## src/rtl/cell_sched_pkg.sv

```systemverilog
// Shared types and defaults for the cell scheduler slice.
package cell_sched_pkg;

   localparam int PIXEL_W_DEF = 24;
   localparam int OP_W_DEF    = 4;

   typedef enum logic [1:0] {
      S_IDLE    = 2'd0,
      S_ISSUE   = 2'd1,
      S_WAIT    = 2'd2,
      S_RESPOND = 2'd3
   } state_t;

   typedef logic [PIXEL_W_DEF-1:0] pixel_t;
   typedef logic [OP_W_DEF-1:0]    opcode_t;

endpackage

```

## src/rtl/rr_arbiter.sv

```systemverilog
// Combinational round-robin pick: first asserted request after i_last, wrapping.
module rr_arbiter #(
   parameter int N  = 4,
   parameter int IW = $clog2(N)
) (
   input  logic [N-1:0]  i_req,
   input  logic [IW-1:0] i_last,
   output logic [N-1:0]  o_grant,
   output logic [IW-1:0] o_idx,
   output logic          o_any
);

   int w_k;

   always_comb begin
      o_grant = '0;
      o_idx   = '0;
      o_any   = 1'b0;
      w_k     = 0;
      // i runs 1..N so the previous winner is considered last
      for (int i = 1; i <= N; i++) begin
         w_k = (int'(i_last) + i) % N;
         if (!o_any && i_req[IW'(w_k)]) begin
            o_any              = 1'b1;
            o_idx              = IW'(w_k);
            o_grant[IW'(w_k)]  = 1'b1;
         end
      end
   end

endmodule

```

## src/rtl/cell_scheduler.sv

```systemverilog
// Shares one cell processor among NUM_REQ pixel sources: round-robin accept,
// one-cycle start pulse, fixed-latency capture, valid/ready response.
module cell_scheduler
   import cell_sched_pkg::*;
#(
   parameter int NUM_REQ      = 4,
   parameter int PIXEL_W      = PIXEL_W_DEF,
   parameter int OP_W         = OP_W_DEF,
   parameter int CELL_LATENCY = 1
) (
   input  logic                       i_clk,
   input  logic                       i_reset,
   input  logic [NUM_REQ-1:0]         i_req_valid,
   output logic [NUM_REQ-1:0]         o_req_ready,
   input  logic [NUM_REQ*PIXEL_W-1:0] i_req_pixel_a,
   input  logic [NUM_REQ*PIXEL_W-1:0] i_req_pixel_b,
   input  logic [NUM_REQ*OP_W-1:0]    i_req_opcode,
   output logic [PIXEL_W-1:0]         o_cell_pixel_a,
   output logic [PIXEL_W-1:0]         o_cell_pixel_b,
   output logic [OP_W-1:0]            o_cell_opcode,
   output logic                       o_cell_start,
   input  logic [PIXEL_W-1:0]         i_cell_result,
   output logic                       o_rsp_valid,
   input  logic                       i_rsp_ready,
   output logic [PIXEL_W-1:0]         o_rsp_pixel,
   output logic [$clog2(NUM_REQ)-1:0] o_rsp_id,
   output logic                       o_busy
);

   // state     | meaning
   // S_IDLE    | waiting for any request; grant is accepted in this cycle
   // S_ISSUE   | cell_start pulse, latency counter loaded
   // S_WAIT    | counting down; result captured when counter is 1
   // S_RESPOND | response held until rsp_ready

   localparam int IW = $clog2(NUM_REQ);
   localparam int CW = $clog2(CELL_LATENCY + 1);

   state_t               r_state;
   logic [IW-1:0]        r_last;
   logic [IW-1:0]        r_gid;
   logic [CW-1:0]        r_cnt;
   logic [PIXEL_W-1:0]   r_pixel_a;
   logic [PIXEL_W-1:0]   r_pixel_b;
   logic [OP_W-1:0]      r_opcode;
   logic                 r_cell_start;
   logic                 r_rsp_valid;
   logic [PIXEL_W-1:0]   r_rsp_pixel;
   logic [IW-1:0]        r_rsp_id;
   logic                 r_busy;

   logic [NUM_REQ-1:0]   w_grant;
   logic [IW-1:0]        w_idx;
   logic                 w_any;
   logic [PIXEL_W-1:0]   w_pa [NUM_REQ];
   logic [PIXEL_W-1:0]   w_pb [NUM_REQ];
   logic [OP_W-1:0]      w_op [NUM_REQ];

   always_comb begin
      for (int i = 0; i < NUM_REQ; i++) begin
         w_pa[i] = i_req_pixel_a[i*PIXEL_W +: PIXEL_W];
         w_pb[i] = i_req_pixel_b[i*PIXEL_W +: PIXEL_W];
         w_op[i] = i_req_opcode[i*OP_W +: OP_W];
      end
   end

   rr_arbiter #(.N(NUM_REQ), .IW(IW)) u_arb (
      .i_req   (i_req_valid),
      .i_last  (r_last),
      .o_grant (w_grant),
      .o_idx   (w_idx),
      .o_any   (w_any)
   );

   // Gated by reset so no accept is advertised while the block is being cleared
   assign o_req_ready = (r_state == S_IDLE && !i_reset) ? w_grant : '0;

   always_ff @(posedge i_clk) begin
      if (i_reset) begin
         r_state      <= S_IDLE;
         r_last       <= IW'(NUM_REQ - 1);
         r_gid        <= '0;
         r_cnt        <= '0;
         r_pixel_a    <= '0;
         r_pixel_b    <= '0;
         r_opcode     <= '0;
         r_cell_start <= 1'b0;
         r_rsp_valid  <= 1'b0;
         r_rsp_pixel  <= '0;
         r_rsp_id     <= '0;
         r_busy       <= 1'b0;
      end else begin
         r_cell_start <= 1'b0;
         case (r_state)
            S_IDLE: begin
               if (w_any) begin
                  r_pixel_a    <= w_pa[w_idx];
                  r_pixel_b    <= w_pb[w_idx];
                  r_opcode     <= w_op[w_idx];
                  r_gid        <= w_idx;
                  r_last       <= w_idx;
                  r_cell_start <= 1'b1;
                  r_busy       <= 1'b1;
                  r_state      <= S_ISSUE;
               end
            end
            S_ISSUE: begin
               r_cnt   <= CW'(CELL_LATENCY);
               r_state <= S_WAIT;
            end
            S_WAIT: begin
               r_cnt <= r_cnt - 1'b1;
               if (r_cnt == CW'(1)) begin
                  r_rsp_pixel <= i_cell_result;
                  r_rsp_id    <= r_gid;
                  r_rsp_valid <= 1'b1;
                  r_state     <= S_RESPOND;
               end
            end
            S_RESPOND: begin
               if (i_rsp_ready) begin
                  r_rsp_valid <= 1'b0;
                  r_busy      <= 1'b0;
                  r_state     <= S_IDLE;
               end
            end
            default: r_state <= S_IDLE;
         endcase
      end
   end

   assign o_cell_pixel_a = r_pixel_a;
   assign o_cell_pixel_b = r_pixel_b;
   assign o_cell_opcode  = r_opcode;
   assign o_cell_start   = r_cell_start;
   assign o_rsp_valid    = r_rsp_valid;
   assign o_rsp_pixel    = r_rsp_pixel;
   assign o_rsp_id       = r_rsp_id;
   assign o_busy         = r_busy;

endmodule

```

## config.mk

```make
export PLATFORM = sky130hd
export DESIGN_NAME = cell_scheduler
export DESIGN_NICKNAME = d
export VERILOG_FILES = /design/src/rtl/cell_sched_pkg.sv /design/src/rtl/rr_arbiter.sv /design/src/rtl/cell_scheduler.sv
export SDC_FILE = /design/constraint.sdc
export NUM_CORES = 1
export LEC_CHECK = 0
export BUFFER_PORTS_ARGS = -buffer_cell sky130_fd_sc_hd__buf_2
export CORE_AREA = 5 5 123 125
export CTS_CLUSTER_SIZE = 25
export DETAILED_ROUTE_END_ITERATION = 8
export DIE_AREA = 0 0 128 130
export PLACE_DENSITY = 0.73
export REMOVE_ABC_BUFFERS = 1
export SYNTH_ARGS = -nofsm -noshare
export SYNTH_HDL_FRONTEND = slang
export SYNTH_SLANG_ARGS = --single-unit
export TNS_END_PERCENT = 10
```

## constraint.sdc

```tcl
create_clock -name i_clk -period 2.94 [get_ports i_clk]
set_input_delay 0.294 -clock i_clk [delete_from_list [all_inputs] [get_ports i_clk]]
set_output_delay 0.294 -clock i_clk [all_outputs]
set_load 0.005 [all_outputs]
```

==> results of run 1 <==
state kept, by name, indices dropped and copies added (netlist names):
signal and cells:
o_cell_pixel_a 24, o_cell_pixel_b 24, o_rsp_pixel 24, o_cell_opcode 4
o_rsp_id 2, r_gid 2, r_last 2, r_state 2
o_busy 1, o_cell_start 1, o_rsp_valid 1, r_cnt 1
tightest hold or removal path, stage by stage:
cell	delay [ns]
buf_2	0.09
nand2_1	0.04
a21oi_1	0.05
cell usage in the layout (no fill, tap or decap), drive strengths merged, types with 4 or more instances in the layout:
cell type  synthesis  routed
buf               27     338
nand2            113     113
mux2i            109     109
dfxtp             88      88
o221ai            53      53
a21oi             34      34
nor2              14      14
ha                11      11
clkbuf            10      10
inv                7       9
nand2b             6       6
a221oi             5       5
a211oi             4       4
final timing paths:
check / from / to / slack, ns / cells past startpoint
worst max-delay path: r_last[0]$_SDFFE_PP1P_ / o_req_ready[3] / 0.15 / 9
worst min-delay path: i_cell_result[4] / o_rsp_pixel[4]$_SDFFE_PP0P_ / 0.18 / 3
worst max register to register: r_last[0]$_SDFFE_PP1P_ / o_cell_pixel_a[18]$_SDFFE_PP0P_ / 0.32 / 7
worst min register to register: o_rsp_pixel[4]$_SDFFE_PP0P_ / o_rsp_pixel[4]$_SDFFE_PP0P_ / 0.45 / 2
stage by stage:
stage	setup slack (ns)	setup TNS [ns]	total power [mW]
2_1_floorplan	-2.21	-115.04	4.47
3_3_place_gp	0.247	0	5.44
3_5_place_dp	0.198	0	5.49
4_1_cts	0.0420	0	6.76
5_1_grt	0.0111	0	7.21
6_report	0.153	0	6.73
repair_timing:
item	4_1_cts	5_1_grt
setup buffers	0	2
resized for setup	1	1
setup endpoints to repair	2	3
metal layers:
layer  vias up  GRT usage
met5         -          0
met4         0     0.0612
met3        23     0.0712
met2       240      0.330
met1      2321      0.220
li1       2511          -
area by class of cell:
| class | instances | area, um2 | share of cell area |
|---|---|---|---|
| repair buffers | 338 | 1770 | 0.255 |
| flip-flops and latches | 88 | 1760 | 0.254 |
| multi-input cells | 382 | 2830 | 0.408 |
| clock buffers | 10 | 229 | 0.0330 |
| inverters | 7 | 26.3 | 0.00379 |
| clock inverters | 6 | 91.3 | 0.0132 |
| well taps | 180 | 225 | 0.0325 |
logic make-up after synthesis:
| family | count (synthesis) | share of synthesized area |
|---|---|---|
| xor+xnor | 1 | 0.00176 |
| simple gates | 144 | 0.123 |
| fa+ha+maj | 11 | 0.0277 |
| mux | 115 | 0.240 |
| flops | 88 | 0.355 |
| buf+inv | 48 | 0.0786 |
| compound gates | 111 | 0.173 |
power by group through the flow:
stage | logic, mW | registers [mW] | clock network [mW]
floorplan | 2.72 | 1.75 | 0
global placement | 3.74 | 1.70 | 0
detailed placement | 3.80 | 1.69 | 0
CTS | 3.80 | 1.68 | 1.28
global route | 4.15 | 1.72 | 1.34
finish | 3.81 | 1.68 | 1.24
==> results.ini, run 1 <==
[logic_synthesis]
synth_common_cells = nand2_1 (112), mux2i_1 (109), dfxtp_1 (88)
syn_area_um2 = 4960
yosysWarnings = 0
async_flop_share = 0
synth.area.top_cells = dfxtp_1 (35%), mux2i_1 (22%), o221ai_1 (9.4%)
synth_top_area_share = 0.355
synth-edff-count = 0
synthCells = 518
avgSynthCellArea_um2 = 9.58
yosysTopAreaCell = dfxtp_1
synth.distinct_cells = 43
ys_ff_latch = 88
synth-seq-area-share = 0.355
yosysMostFrequentCell = nand2_1
synth_flop_cell = dfxtp_1

[critical_path]
cp_data_required_time_ns = 2.65
critPathTopFamily = simple AND/OR/NAND/NOR gates
crit_buf_inv = 2
critPathKind = flop to output port
crit_path_start_kind = flop
critPathCaptureType = output port
crit_path_max_incr_delay_ns = 0.38
critical_path.cell_chain = inv_1 -> ha_4 -> mux4_2 -> nor3_2 -> and2_1 -> o21a_1 -> a221oi_1 -> nor2_1 -> buf_2
cpMaxStageDelayCell = mux4_2
cp_max_fo = 9
cp.arrival_ns = 2.49

[cells_and_area]
final_util = 0.503
area_delta_synth_final_pct = 39.7
design_area_um2 = 6930
finalNetCount = 1076
drive_gt1_frac = 0.445
diodes = 0
nFillCells = 1334
layoutNonFillerInstCount = 1011

[cts]
clock-sinks = 88
cts-root-buf = clkbuf_16
path_clk_slew_ns = 0.07
h-tree-depth = 3
ctsHoldBuffers = 0
numCtsBuffers = 9
cts_tree = built
clock_path_buffers = 2
insertion_delay_ns = 0.34

[placement]
hpwl_um = 13500
place_congestion = 0.840
dpl-instance-area_um2 = 6580
place_inst = 993
portBuffers = 323

[timing]
fin_crit_sh = 0.948
holdWs_ns = 0.185
worst_slew_pin_slew_ns = 0.848
grt_setup_unrepaired = no
fin_worst_skew_ns = 0.00855
setup_viol = 0
slew_headroom = 0.433
fmax_mhz = 359
slew_viol_final = 0
period_minus_slack_ns = 2.79
hold_viol_final = 0

[power]
combinationalPowerShare = 0.567
power.switching_mw = 2.68
pwr-share-seq = 0.249
peakVddDrop_v = 0.000753
p_int_mw = 4.06
pwr-share-clk = 0.184
powerDensity_nw_per_um2 = 971
swShare = 0.398
p_leak_nw = 3.67

[detailed_routing]
wl_met3_um = 1910
routed_wl_um = 17200
remaining_drc_errors = 0
vias = 5095
wl_per_cell_um = 17.0
firstDrtPassIters = 4
routed.top_layer = met4
ant_nets = 0
drtIter0Drc = 288
wl_met2_um = 8580
viasPerCell = 5.04
drt-met1-wl_um = 6370

[die]
pin_count = 324
dieHeight_um = 130
rows = 43
design.core.area_um2 = 13800
start_util = 0.360
die_area_um2 = 16600
die_w_um = 128

[hold_path]
min_path_type = primary input to flop

[global_route]
grt_usage = 0.191
antenna_found_initial = 0
grt-ovfl-total = 0
grt_pass1_wl_um = 25600
grt_max_degree = 54
grt_pass1_vias = 5032

[run_status]
status = completed

[run]
drv_cap = 0

Power figures use the tool's default switching activity.
==> run 2, diff against run 1 <==
Settings changed: CTS_CLUSTER_SIZE 25 to not set, PLACE_DENSITY 0.73 to 0.7, REMOVE_ABC_BUFFERS 1 to not set.
Clock period 2.94 ns to 3.5 ns, I/O delays scaled along.
==> results.ini, run 2 (synthesized netlist as in run 1, its figures left out) <==
[run_status]
status = completed

[detailed_routing]
firstDrtPassIters = 4
ant_nets = 0
wl_per_cell_um = 16.6
routed_wl_um = 16700
viasPerCell = 4.98
drtIter0Drc = 145
remaining_drc_errors = 0
vias = 5006

[die]
pin_count = 324
dieHeight_um = 130
design.core.area_um2 = 13800
die_w_um = 128
start_util = 0.360
rows = 43
die_area_um2 = 16600

[global_route]
grt_pass1_wl_um = 24800
antenna_found_initial = 0
grt-ovfl-total = 0
grt_usage = 0.185
grt_max_degree = 57
grt_pass1_vias = 5011

[power]
p_total_mw = 5.54
p_leak_nw = 3.64
pwr-share-seq = 0.254
p_int_mw = 3.26
swShare = 0.411
combinationalPowerShare = 0.573
pwr-share-clk = 0.173
powerDensity_nw_per_um2 = 806
power.switching_mw = 2.28
peakVddDrop_v = 0.000730

[cts]
cts-root-buf = clkbuf_16
clock-sinks = 88
insertion_delay_ns = 0.35
path_clk_slew_ns = 0.07
ctsResizeCount = 0
h-tree-depth = 3
clock_path_buffers = 2
numCtsBuffers = 9
cts_tree = built
post_cts_buffers = 0
ctsHoldBuffers = 0

[timing]
grt_setup_unrepaired = no
setup_viol = 0
slew_headroom = 0.383
holdWs_ns = 0.229
fmax_mhz = 334
slew_viol_final = 0
period_minus_slack_ns = 2.99
fin_crit_sh = 0.854
worst_slew_pin_slew_ns = 0.925
setup_tns_ns = 0
setup_ws_ns = 0.509
fin_worst_skew_ns = 0.00623
hold_viol_final = 0

[critical_path]
crit_path_start_kind = flop
crit_path_max_incr_delay_ns = 0.48
r2r_slack_ns = 0.61
cp.arrival_ns = 2.64
cp_data_required_time_ns = 3.15
r2r_cells = 10
critPathCaptureType = output port
timing.rr.start = r_last[0]$_SDFFE_PP1P_
critPathKind = flop to output port
cpMaxStageDelayCell = ha_1
reg2reg_to = o_cell_pixel_b[21]$_SDFFE_PP0P_
critical_path.cell_chain = inv_1 -> ha_1 -> mux4_2 -> nor3_2 -> and2_1 -> o21a_1 -> a221oi_1 -> nor2_1 -> buf_2
cp_max_fo = 9

[cells_and_area]
multi_input_area_um2 = 2820
drive_gt1_frac = 0.441
design_area_um2 = 6870
nFillCells = 1348
final_util = 0.499
seq_area_um2 = 1760
layout_commonest_cell = buf_2
diodes = 0
finalNetCount = 1070
final_cell_mix = buf_2 (323), nand2_1 (112), mux2i_1 (109)
layoutNonFillerInstCount = 1005
area_delta_synth_final_pct = 38.5

[placement]
pre_cts_slack_ns = 0.597
place_congestion = 0.887
portBuffers = 323
place_inst = 989
dpl-instance-area_um2 = 6580
hpwl_um = 12900

[logic_synthesis]
syn_nets = 768

[hold_path]
min_path_type = primary input to flop
hold_end = o_rsp_pixel[3]$_SDFFE_PP0P_
min_from = i_cell_result[3]
hold_path_depth = 3

[run]
drv_cap = 0

## run 2: cell types whose count changed in the layout (fill, tap and decap cells not counted)
cell / change
clkinv_2: -1
inv_8: +3
ha_4: -1
clkinv_4: +1
buf_12: +2
ha_1: +1
bufinv_16: -2
clkbuf_1: -1
buf_4: -8
## run 2: power groups by stage
stage	combinational, mW	sequential [mW]	clock, mW
detailed placement	3.21	1.43	0
finish	3.17	1.41	0.960
floorplan	2.63	1.45	0
global placement	3.16	1.42	0
CTS	3.21	1.41	0.986
global route	3.47	1.43	1.03
## run 2: final cells by class
type	instances	share of cell area
multi-input cells	382	0.410
flip-flops and latches	88	0.256
repair buffers	332	0.254
clock buffers	9	0.0328
well taps	180	0.0328
clock inverters	7	0.0100
inverters	7	0.00382
## run 2: how the worst max path moves through the flow
stage	from	end	slack [ns]	depth (start not counted)
3_3_place_gp	r_last[0]$_SDFFE_PP1P_	o_cell_pixel_b[21]$_SDFFE_PP0P_	0.68	10
6_report	r_last[0]$_SDFFE_PP1P_	o_req_ready[3]	0.51	9
4_1_cts	r_last[0]$_SDFFE_PP1P_	o_req_ready[2]	0.48	9
2_1_floorplan	r_last[0]$_SDFFE_PP1P_	o_cell_opcode[0]$_SDFFE_PP0P_	0.69	13
5_1_grt	r_last[0]$_SDFFE_PP1P_	o_req_ready[2]	0.26	9
3_5_place_dp	r_last[0]$_SDFFE_PP1P_	o_cell_pixel_b[21]$_SDFFE_PP0P_	0.60	10
## run 2: critical path, delay by kind of cell, from the launching register on
family          cells  cell delay, ns
compound gates      2            0.23
fa+ha+maj           1            0.48
buf+inv             2            0.24
flops               1            0.33
mux                 1            0.45
simple gates        3            0.57
## run 2: layer usage
layer  track usage  vias to the layer above  part of all wire
met5             0                        -                 0
li1              -                     2504                 -
met2         0.335                      221              0.51
met1         0.203                     2256              0.37
met3        0.0634                       25              0.10
met4        0.0618                        0             0.018
==> run 3, diff against run 2 <==
Settings changed: BUFFER_PORTS_ARGS -buffer_cell sky130_fd_sc_hd__buf_2 to not set, CORE_AREA 5 5 123 125 to 3 3 125 127, DONT_BUFFER_PORTS set to 1, PLACE_DENSITY 0.7 to not set.
==> results.ini, run 3 (synthesized netlist as in run 1, its figures left out) <==
[run_status]
status = completed

[power]
power.switching_mw = 2.16
pwr-share-seq = 0.286
p_int_mw = 3.10
pwr-share-clk = 0.189
peakVddDrop_v = 0.000496
p_leak_nw = 2.27
powerDensity_nw_per_um2 = 998
combinationalPowerShare = 0.525
swShare = 0.411

[timing]
slew_headroom = 0.399
holdWs_ns = 0.0678
setup_tns_ns = 0
slew_viol_final = 0
fin_crit_sh = 0.884
worst_slew_pin_slew_ns = 0.902
setup_viol = 0
grt_setup_unrepaired = no
hold_viol_final = 0
period_minus_slack_ns = 3.09
fin_worst_skew_ns = 0.00582
fmax_mhz = 323

[placement]
portBuffers = 0
place_inst = 672
place_congestion = 0.761
dpl-instance-area_um2 = 4960
hpwl_um = 11100

[cts]
clock_path_buffers = 2
numCtsBuffers = 9
insertion_delay_ns = 0.34
ctsHoldBuffers = 0
clock-sinks = 88
h-tree-depth = 3
post_cts_buffers = 0
ctsResizeCount = 0
cts_tree = built
cts-root-buf = clkbuf_16
path_clk_slew_ns = 0.07

[detailed_routing]
drtIter0Drc = 142
ant_nets = 0
viasPerCell = 5.77
vias = 3973
firstDrtPassIters = 4
wl_per_cell_um = 20.9
routed_wl_um = 14400
remaining_drc_errors = 0

[hold_path]
min_path_type = primary input to flop
hold_path_depth = 1
hold_end = o_rsp_pixel[4]$_SDFFE_PP0P_
min_from = i_reset

[logic_synthesis]
syn_nets = 768

[global_route]
grt-ovfl-total = 0
antenna_found_initial = 0
grt_pass1_wl_um = 20700
grt_max_degree = 55
grt_pass1_vias = 3922
grt_usage = 0.159

[cells_and_area]
nFillCells = 1468
area_delta_synth_final_pct = 6.13
diodes = 0
final_util = 0.362
final_cell_mix = nand2_1 (112), mux2i_1 (109), dfxtp_1 (88)
layout_commonest_cell = nand2_1
drive_gt1_frac = 0.0853
layoutNonFillerInstCount = 688
finalNetCount = 749
design_area_um2 = 5270

[die]
die_w_um = 128
design.core.area_um2 = 14500
die_area_um2 = 16600
dieHeight_um = 130
pin_count = 324
start_util = 0.342
rows = 44

[critical_path]
r2r_cells = 10
crit_path_start_kind = flop
cp_data_required_time_ns = 3.69
cp.arrival_ns = 3.29
r2r_slack_ns = 0.41
critPathCaptureType = flop
critPathKind = flop to flop
startpoint = r_last[1]$_SDFFE_PP1P_
crit_path_max_incr_delay_ns = 0.47
reg2reg_to = o_cell_pixel_b[11]$_SDFFE_PP0P_
timing.rr.start = r_last[1]$_SDFFE_PP1P_
critical_path.cell_chain = inv_1 -> ha_1 -> mux4_2 -> inv_1 -> a21oi_2 -> a31oi_4 -> buf_12 -> buf_12 -> mux2i_1 -> o221ai_1
cpMaxStageDelayCell = ha_1
cp_max_fo = 54

[run]
drv_cap = 0

## run 3: changes by cell type in the layout (fill, tap and decap cells not counted)
cell | previous run | this run
buf_4 | 4 | 8
bufinv_16 | 0 | 1
buf_12 | 5 | 3
buf_2 | 323 | 0
inv_6 | 2 | 3
inv_8 | 3 | 1
## run 3: how the worst max path moves through the flow
stage	depth (start not counted)	to	slack, ns
floorplan	13	o_cell_opcode[0]$_SDFFE_PP0P_	0.69
global placement	10	o_cell_pixel_a[21]$_SDFFE_PP0P_	0.49
detailed placement	10	o_cell_pixel_b[11]$_SDFFE_PP0P_	0.41
CTS	10	o_cell_pixel_b[11]$_SDFFE_PP0P_	0.38
global route	10	o_cell_pixel_b[11]$_SDFFE_PP0P_	0.18
finish	10	o_cell_pixel_b[11]$_SDFFE_PP0P_	0.41
## run 3: layer usage
layer	wire length, um	track usage	vias up	part of all wire
li1	-	-	1867	-
met4	170	0.0493	0	0.012
met5	0	0	-	0
met2	7520	0.285	226	0.52
met3	1450	0.0565	13	0.10
met1	5230	0.176	1867	0.36
## run 3: worst max-delay path: cells and delay by family (launching register included)
family	cells	cell delay [ns]
flops	1	0.33
fa+ha+maj	1	0.47
compound gates	3	0.53
buf+inv	4	0.85
mux	2	0.73
## run 3: area by class of cell
cell class / instances / area, um2 / area share
multi-input combinational: 382 / 2820 / 0.535
sequential: 88 / 1760 / 0.334
tap: 184 / 230 / 0.0437
clock buffer: 9 / 225 / 0.0428
timing repair buffer: 11 / 120 / 0.0228
clock inverter: 7 / 85.1 / 0.0162
inverter: 7 / 26.3 / 0.00499
## run 3: power groups by stage
stage	sequential (mW)	clock (mW)	combinational [mW]
2_1_floorplan	1.45	0	2.63
3_3_place_gp	1.53	0	2.68
3_5_place_dp	1.53	0	2.79
4_1_cts	1.51	1.03	2.79
5_1_grt	1.53	1.07	3.04
6_report	1.51	0.993	2.76
## run 3: metrics by stage
step	power [mW]	worst slack, ns
finish	5.26	0.407
global route	5.64	0.181
CTS	5.33	0.383
floorplan	4.08	0.689
detailed placement	4.32	0.411
global placement	4.21	0.493
